<file path="src/rtl/instr_sequencer_pkg.sv">
// Shared FSM state encoding, program opcodes and sizing helper for instr_sequencer.
package instr_sequencer_pkg;

    typedef enum logic [1:0] {
        ST_IDLE = 2'd0,
        ST_RST  = 2'd1,
        ST_RUN  = 2'd2,
        ST_DONE = 2'd3
    } seq_state_t;

    // Opcodes live in instruction bits [15:12].
    localparam logic [3:0] OP_LDI = 4'b1010;
    localparam logic [3:0] OP_SUB = 4'b0010;
    localparam logic [3:0] OP_OUT = 4'b1000;

    // Width of a counter that runs 0..n-1; never narrower than one bit.
    function automatic int cnt_width(input int n);
        return (n > 2) ? $clog2(n) : 1;
    endfunction

endpackage

</file>
<file path="src/rtl/instr_sequencer_prog_mem.sv">
// Program store for instr_sequencer: DEPTH x DATA_W, synchronous write, asynchronous read.
module prog_mem #(
    parameter int DATA_W = 16,
    parameter int ADDR_W = 4
) (
    input  logic              clk,
    input  logic              we,
    input  logic [ADDR_W-1:0] waddr,
    input  logic [DATA_W-1:0] wdata,
    input  logic [ADDR_W-1:0] raddr,
    output logic [DATA_W-1:0] rdata
);
    localparam int DEPTH = 2 ** ADDR_W;

    logic [DATA_W-1:0] mem_q [DEPTH];

    // NOTE: storage arrays get no reset; contents are only meaningful after being written.
    always_ff @(posedge clk) begin
        if (we) begin
            mem_q[waddr] <= wdata;
        end
    end

    assign rdata = mem_q[raddr];

endmodule

</file>
<file path="src/rtl/instr_sequencer.sv">
// Instruction feeder: holds the processor in reset, then plays a stored program on lin.
// Build option SEQ_LOOP_EN: restart from address 0 on completion instead of entering DONE.
module instr_sequencer
    import instr_sequencer_pkg::*;
#(
    parameter int DATA_W   = 16,
    parameter int ADDR_W   = 4,
    parameter int HOLD_CYC = 4,
    parameter int RST_CYC  = 2
) (
    input  logic              clk,
    input  logic              resetn,
    input  logic              load_en,
    input  logic [ADDR_W-1:0] load_addr,
    input  logic [DATA_W-1:0] load_data,
    input  logic [ADDR_W-1:0] last_addr,
    input  logic              start,
    input  logic              stop,
    output logic [DATA_W-1:0] lin,
    output logic              proc_resetn,
    output logic [ADDR_W-1:0] pc,
    output logic              busy,
    output logic              done
);
    localparam int RC_W = cnt_width(RST_CYC);
    localparam int HC_W = cnt_width(HOLD_CYC);
    localparam logic [RC_W-1:0] RCNT_LAST = RC_W'(RST_CYC - 1);
    localparam logic [HC_W-1:0] HCNT_LAST = HC_W'(HOLD_CYC - 1);

    seq_state_t        state_q, state_d;
    logic [DATA_W-1:0] lin_q, lin_d;
    logic              proc_resetn_q, proc_resetn_d;
    logic [ADDR_W-1:0] pc_q, pc_d;
    logic [ADDR_W-1:0] last_q, last_d;
    logic [RC_W-1:0]   rcnt_q, rcnt_d;
    logic [HC_W-1:0]   hcnt_q, hcnt_d;

    logic [ADDR_W-1:0] rd_addr;
    logic [DATA_W-1:0] rd_data;
    logic              accepting, running, rst_last, hold_last, at_last;

    assign accepting = (state_q == ST_IDLE) || (state_q == ST_DONE);
    assign running   = (state_q == ST_RST)  || (state_q == ST_RUN);
    assign rst_last  = (rcnt_q == RCNT_LAST);
    assign hold_last = (hcnt_q == HCNT_LAST);
    assign at_last   = (pc_q == last_q);

    // Word 0 is fetched during RST and on loop restart; otherwise prefetch pc+1.
    assign rd_addr = ((state_q == ST_RUN) && !at_last) ? pc_q + ADDR_W'(1) : '0;

    prog_mem #(
        .DATA_W (DATA_W),
        .ADDR_W (ADDR_W)
    ) u_prog_mem (
        .clk   (clk),
        .we    (load_en && accepting),
        .waddr (load_addr),
        .wdata (load_data),
        .raddr (rd_addr),
        .rdata (rd_data)
    );

    // NOTE: sequential state uses non-blocking assignments and an asynchronous active-low reset.
    always_ff @(posedge clk or negedge resetn) begin
        if (!resetn) begin
            state_q <= ST_IDLE;
        end else begin
            state_q <= state_d;
        end
    end

    // NOTE: every signal assigned here gets a default first so no latch is inferred.
    always_comb begin
        state_d = state_q;
        case (state_q)
            ST_IDLE, ST_DONE: if (start) state_d = ST_RST;
            ST_RST: begin
                if (stop)          state_d = ST_IDLE;
                else if (rst_last) state_d = ST_RUN;
            end
            ST_RUN: begin
                if (stop) begin
                    state_d = ST_IDLE;
                end else if (hold_last && at_last) begin
`ifdef SEQ_LOOP_EN
                    state_d = ST_RUN;
`else
                    state_d = ST_DONE;
`endif
                end
            end
            default: state_d = ST_IDLE;
        endcase
    end

    always_comb begin
        lin_d         = lin_q;
        proc_resetn_d = proc_resetn_q;
        pc_d          = pc_q;
        last_d        = last_q;
        rcnt_d        = rcnt_q;
        hcnt_d        = hcnt_q;
        if (accepting) begin
            if (start) begin
                last_d        = last_addr;
                rcnt_d        = '0;
                proc_resetn_d = 1'b0;
            end
        end else if (running && stop) begin
            // Abort beats completion and any start seen in the same cycle.
            lin_d         = '0;
            proc_resetn_d = 1'b0;
            pc_d          = '0;
            rcnt_d        = '0;
            hcnt_d        = '0;
        end else if (state_q == ST_RST) begin
            if (rst_last) begin
                lin_d         = rd_data;
                pc_d          = '0;
                hcnt_d        = '0;
                rcnt_d        = '0;
                proc_resetn_d = 1'b1;
            end else begin
                rcnt_d = rcnt_q + RC_W'(1);
            end
        end else begin
            if (hold_last) begin
                hcnt_d = '0;
                if (!at_last) begin
                    pc_d  = pc_q + ADDR_W'(1);
                    lin_d = rd_data;
                end
`ifdef SEQ_LOOP_EN
                else begin
                    pc_d  = '0;
                    lin_d = rd_data;
                end
`endif
            end else begin
                hcnt_d = hcnt_q + HC_W'(1);
            end
        end
    end

    always_ff @(posedge clk or negedge resetn) begin
        if (!resetn) begin
            lin_q         <= '0;
            proc_resetn_q <= 1'b0;
            pc_q          <= '0;
            last_q        <= '0;
            rcnt_q        <= '0;
            hcnt_q        <= '0;
        end else begin
            lin_q         <= lin_d;
            proc_resetn_q <= proc_resetn_d;
            pc_q          <= pc_d;
            last_q        <= last_d;
            rcnt_q        <= rcnt_d;
            hcnt_q        <= hcnt_d;
        end
    end

    assign lin         = lin_q;
    assign proc_resetn = proc_resetn_q;
    assign pc          = pc_q;
    assign busy        = running;
    assign done        = (state_q == ST_DONE);

endmodule

</file>
<file path="config.mk">
export PLATFORM = sky130hd
export DESIGN_NAME = instr_sequencer
export DESIGN_NICKNAME = d
export VERILOG_FILES = /design/src/rtl/instr_sequencer_pkg.sv /design/src/rtl/instr_sequencer_prog_mem.sv /design/src/rtl/instr_sequencer.sv
export SDC_FILE = /design/constraint.sdc
export NUM_CORES = 1
export LEC_CHECK = 0
export BUFFER_PORTS_ARGS = -buffer_cell sky130_fd_sc_hd__buf_2
export CELL_PAD_IN_SITES_DETAIL_PLACEMENT = 1
export CELL_PAD_IN_SITES_GLOBAL_PLACEMENT = 1
export CORE_MARGIN = 10
export CORE_UTILIZATION = 52
export DETAILED_ROUTE_END_ITERATION = 10
export PLACE_DENSITY = 0.83
export SLEW_MARGIN = 20
export SYNTH_ARGS = -nofsm -noshare
export SYNTH_HDL_FRONTEND = slang
export SYNTH_SLANG_ARGS = --single-unit
</file>
<file path="constraint.sdc">
create_clock -name clk -period 3.8 [get_ports clk]
set_input_delay 0.38 -clock clk [delete_from_list [all_inputs] [get_ports clk]]
set_output_delay 0.38 -clock clk [all_outputs]
set_load 0.01 [all_outputs]
</file>
==> flow_summary.json <==
{
  "status": "completed",
  "cp-start-kind": "register",
  "synth_edf_count": 256,
  "slew-limit-headroom_pct": 35.0,
  "cap_viol_max_count": 0,
  "period_share_pct": 93.0,
  "postCtsHoldBufs": 1,
  "finalCriticalPeriod_ns": 3.53,
  "nets": 826,
  "drive_gt1_share_pct": 17.1,
  "via_per_inst": 6.98,
  "crit_arrival_ns": 3.96,
  "overflow": 0,
  "cts_buffer_depth": 3,
  "htreeDepth": 1,
  "setup_viol": 0,
  "antenna_cells": 0,
  "synthesis.yosys.warnings": 0,
  "gp_congestion": 0.959,
  "tritoncts": "yes",
  "io_pins": 52,
  "cts.reportedPaths.clkPinSlew_ns": 0.06,
  "grt_max_degree": 58,
  "antenna_found_initial": 0,
  "yosys-top-cells-area": "edfxtp_1, dfrtp_1, a221oi_1",
  "syn_to_final_growth_pct": 13.9,
  "yosys.area.top_type": "edfxtp_1",
  "seq_area_frac_synth_pct": 73.6,
  "synth.most_common_cell": "edfxtp_1",
  "cts_buffers": 29,
  "grt_pass1_wl_mm": 53.1,
  "yosysUniqueCellTypes": 49,
  "grt_usage_pct": 24.8,
  "ir_worst_vdd_uv": 420,
  "drt_pass1_iterations": 5,
  "core_mm2": 0.0218,
  "synth.avg_cell_area_um2": 15.8,
  "dp_hpwl_mm": 22.3,
  "die_x_um": 168,
  "hp-class": "input port to register",
  "io_buffer_count": 51,
  "drc": 0,
  "fin_setup_tns_ns": 0,
  "rows": 54,
  "drt_iter0_markers": 954,
  "tightestPinTransition_ns": 0.972,
  "hold_depth": 2,
  "wl_per_cell_um": 32.9,
  "initial_core_util_pct": 52.7,
  "ys_ff_latch": 286,
  "grt_pass1_vias": 8125,
  "synth_top_family_by_area": "compound AO/OA/AOI/OAI gates",
  "dieArea_mm2": 0.0284,
  "p_leak_nw": 4.63,
  "post-cts-setup-buffers": 0,
  "detail-route-antenna-nets": 0,
  "synth_top_area_share_pct": 67.1,
  "clock_skew_ns": 0.0191,
  "synth_compound_area_share_pct": 17.2,
  "synth_fp_nets": 761,
  "cts_resized": 0,
  "powerDensity_mw_per_mm2": 676,
  "synthSimpleGateAreaFrac_pct": 3.41,
  "rsz0062_at_grt": "no",
  "synthFlopType": "edfxtp_1",
  "syn_area_mm2": 0.0115,
  "synth_mux_area_share_pct": 2.23,
  "worstPathMaxFanout": 17,
  "synthCells": 727,
  "yosys-top-cells-count": "edfxtp_1, o21ai_0, a221oi_1",
  "required_ns": 4.23,
  "slew_viol_final": 0,
  "num_vias": 7639,
  "cts_sinks": 286,
  "final_core_util_pct": 60.0,
  "crit_type": "register to register",
  "synthArstFlopShare_pct": 10.5,
  "wirelength_mm": 36.0,
  "final_hold_viol_count": 0,
  "die_h_um": 168,
  "r2r_cells": 9,
  "fmaxAchievable_mhz": 283,
  "synth_adder_area_share_pct": 0.546,
  "insertion_delay_ns": 0.56,
  "ctsRootBufferMaster": "clkbuf_16",
  "cp-end-kind": "register",
  "synth-xor-area-share_pct": 0.994
}
[area by class of cell]
type	instances	area, um^2
tap	280	350
clock buffer	37	756
fill	1974	8710
inverter	7	26.3
clock inverter	17	138
multi-input combinational	385	2840
sequential	286	8440
timing repair buffer	83	502
[flip-flops by register name, indices dropped and copies added (netlist names)]
| signal | flops |
|---|---|
| last_q | 4 |
| proc_resetn | 1 |
| u_prog_mem.mem_q | 256 |
| lin | 16 |
| state_q | 2 |
| rcnt_q | 1 |
| pc | 4 |
| hcnt_q | 2 |
[critical path, stage by stage, from the launching register on]
cell and delay (ns):
dfrtp_1 0.42, inv_1 0.09, ha_1 0.38, inv_1 0.31
a41oi_1 0.27, buf_4 0.26, nand3_1 0.60, a221oi_1 0.59
o22ai_1 0.19, a32o_1 0.30
[logic make-up after synthesis]
group	after synthesis
adder cells (fa/ha/maj)	5
multiplexers	20
buffers and inverters	56
flip-flops	286
XOR/XNOR	13
AND/OR/NAND/NOR	84
AO/OA/AOI/OAI	263
[power by group]
part / total, mW / switching [mW] / internal (mW) / leakage, nW
registers: 3.77 / 0.154 / 3.62 / 2.69
logic: 2.33 / 1.58 / 0.748 / 1.50
clock network: 2.72 / 1.18 / 1.54 / 0.436
total: 8.82 / 2.91 / 5.90 / 4.63
[layer usage]
metal | vias up | GRT usage (%) | wire length (um)
met5 | - | 0 | 0
li1 | 3124 | - | -
met1 | 3928 | 30.5 | 13500
met2 | 479 | 40.5 | 17300
met3 | 108 | 6.54 | 3660
met4 | 0 | 10.7 | 1590
[per-stage QoR]
step	hold WS [ns]	std cells	setup slack, ns	area [um^2]	power, mW
2_1_floorplan	0.0844	727	1.03	11500	5.22
3_3_place_gp	0.458	1039	0.704	12100	5.94
3_5_place_dp	0.488	1040	0.507	12100	6.09
4_1_cts	0.0687	1095	0.387	13000	8.80
5_1_grt	0.0708	1095	0.110	13000	9.14
6_report	0.0745	1095	0.267	13000	8.82
[placed cells by master, fill, tap and decap left out, types with 5 or more instances in the layout]
master     instances
mux2i_1           12
a22o_1             5
buf_4             30
o21a_1             5
nand2_1           19
dfrtp_1           29
o221ai_1          27
a221oi_1          42
clkinv_1          10
o211a_1           10
a21oi_1           23
o21ai_0           54
o211ai_1           7
xnor2_1            6
buf_2             51
a211o_1           10
nor2_1            33
a21o_1            28
a211oi_1           5
edfxtp_1         256
clkbuf_16         29
clkbuf_1           8
o22ai_1           11
a22oi_1            5
o31ai_1            8
xor2_1             6
nor3_2             5
a32o_1            17
inv_1              7
[path summary, 6_finish.rpt]
kind / endpoint / slack (ns) / start
hold reg to reg: hcnt_q[0]$_DFFE_PN0P_ / 0.49 / hcnt_q[0]$_DFFE_PN0P_
max in group asynchronous: pc[0]$_DFFE_PN0P_ / 2.74 / resetn
setup reg to reg: lin[10]$_DFFE_PN0P_ / 0.27 / state_q[0]$_DFFE_PN0P_
min in group asynchronous: last_q[1]$_DFFE_PN0P_ / 0.48 / resetn
setup / recovery: lin[10]$_DFFE_PN0P_ / 0.27 / state_q[0]$_DFFE_PN0P_
hold / removal: last_q[0]$_DFFE_PN0P_ / 0.07 / last_addr[0]
No activity file was read; power rests on OpenSTA's default activity.
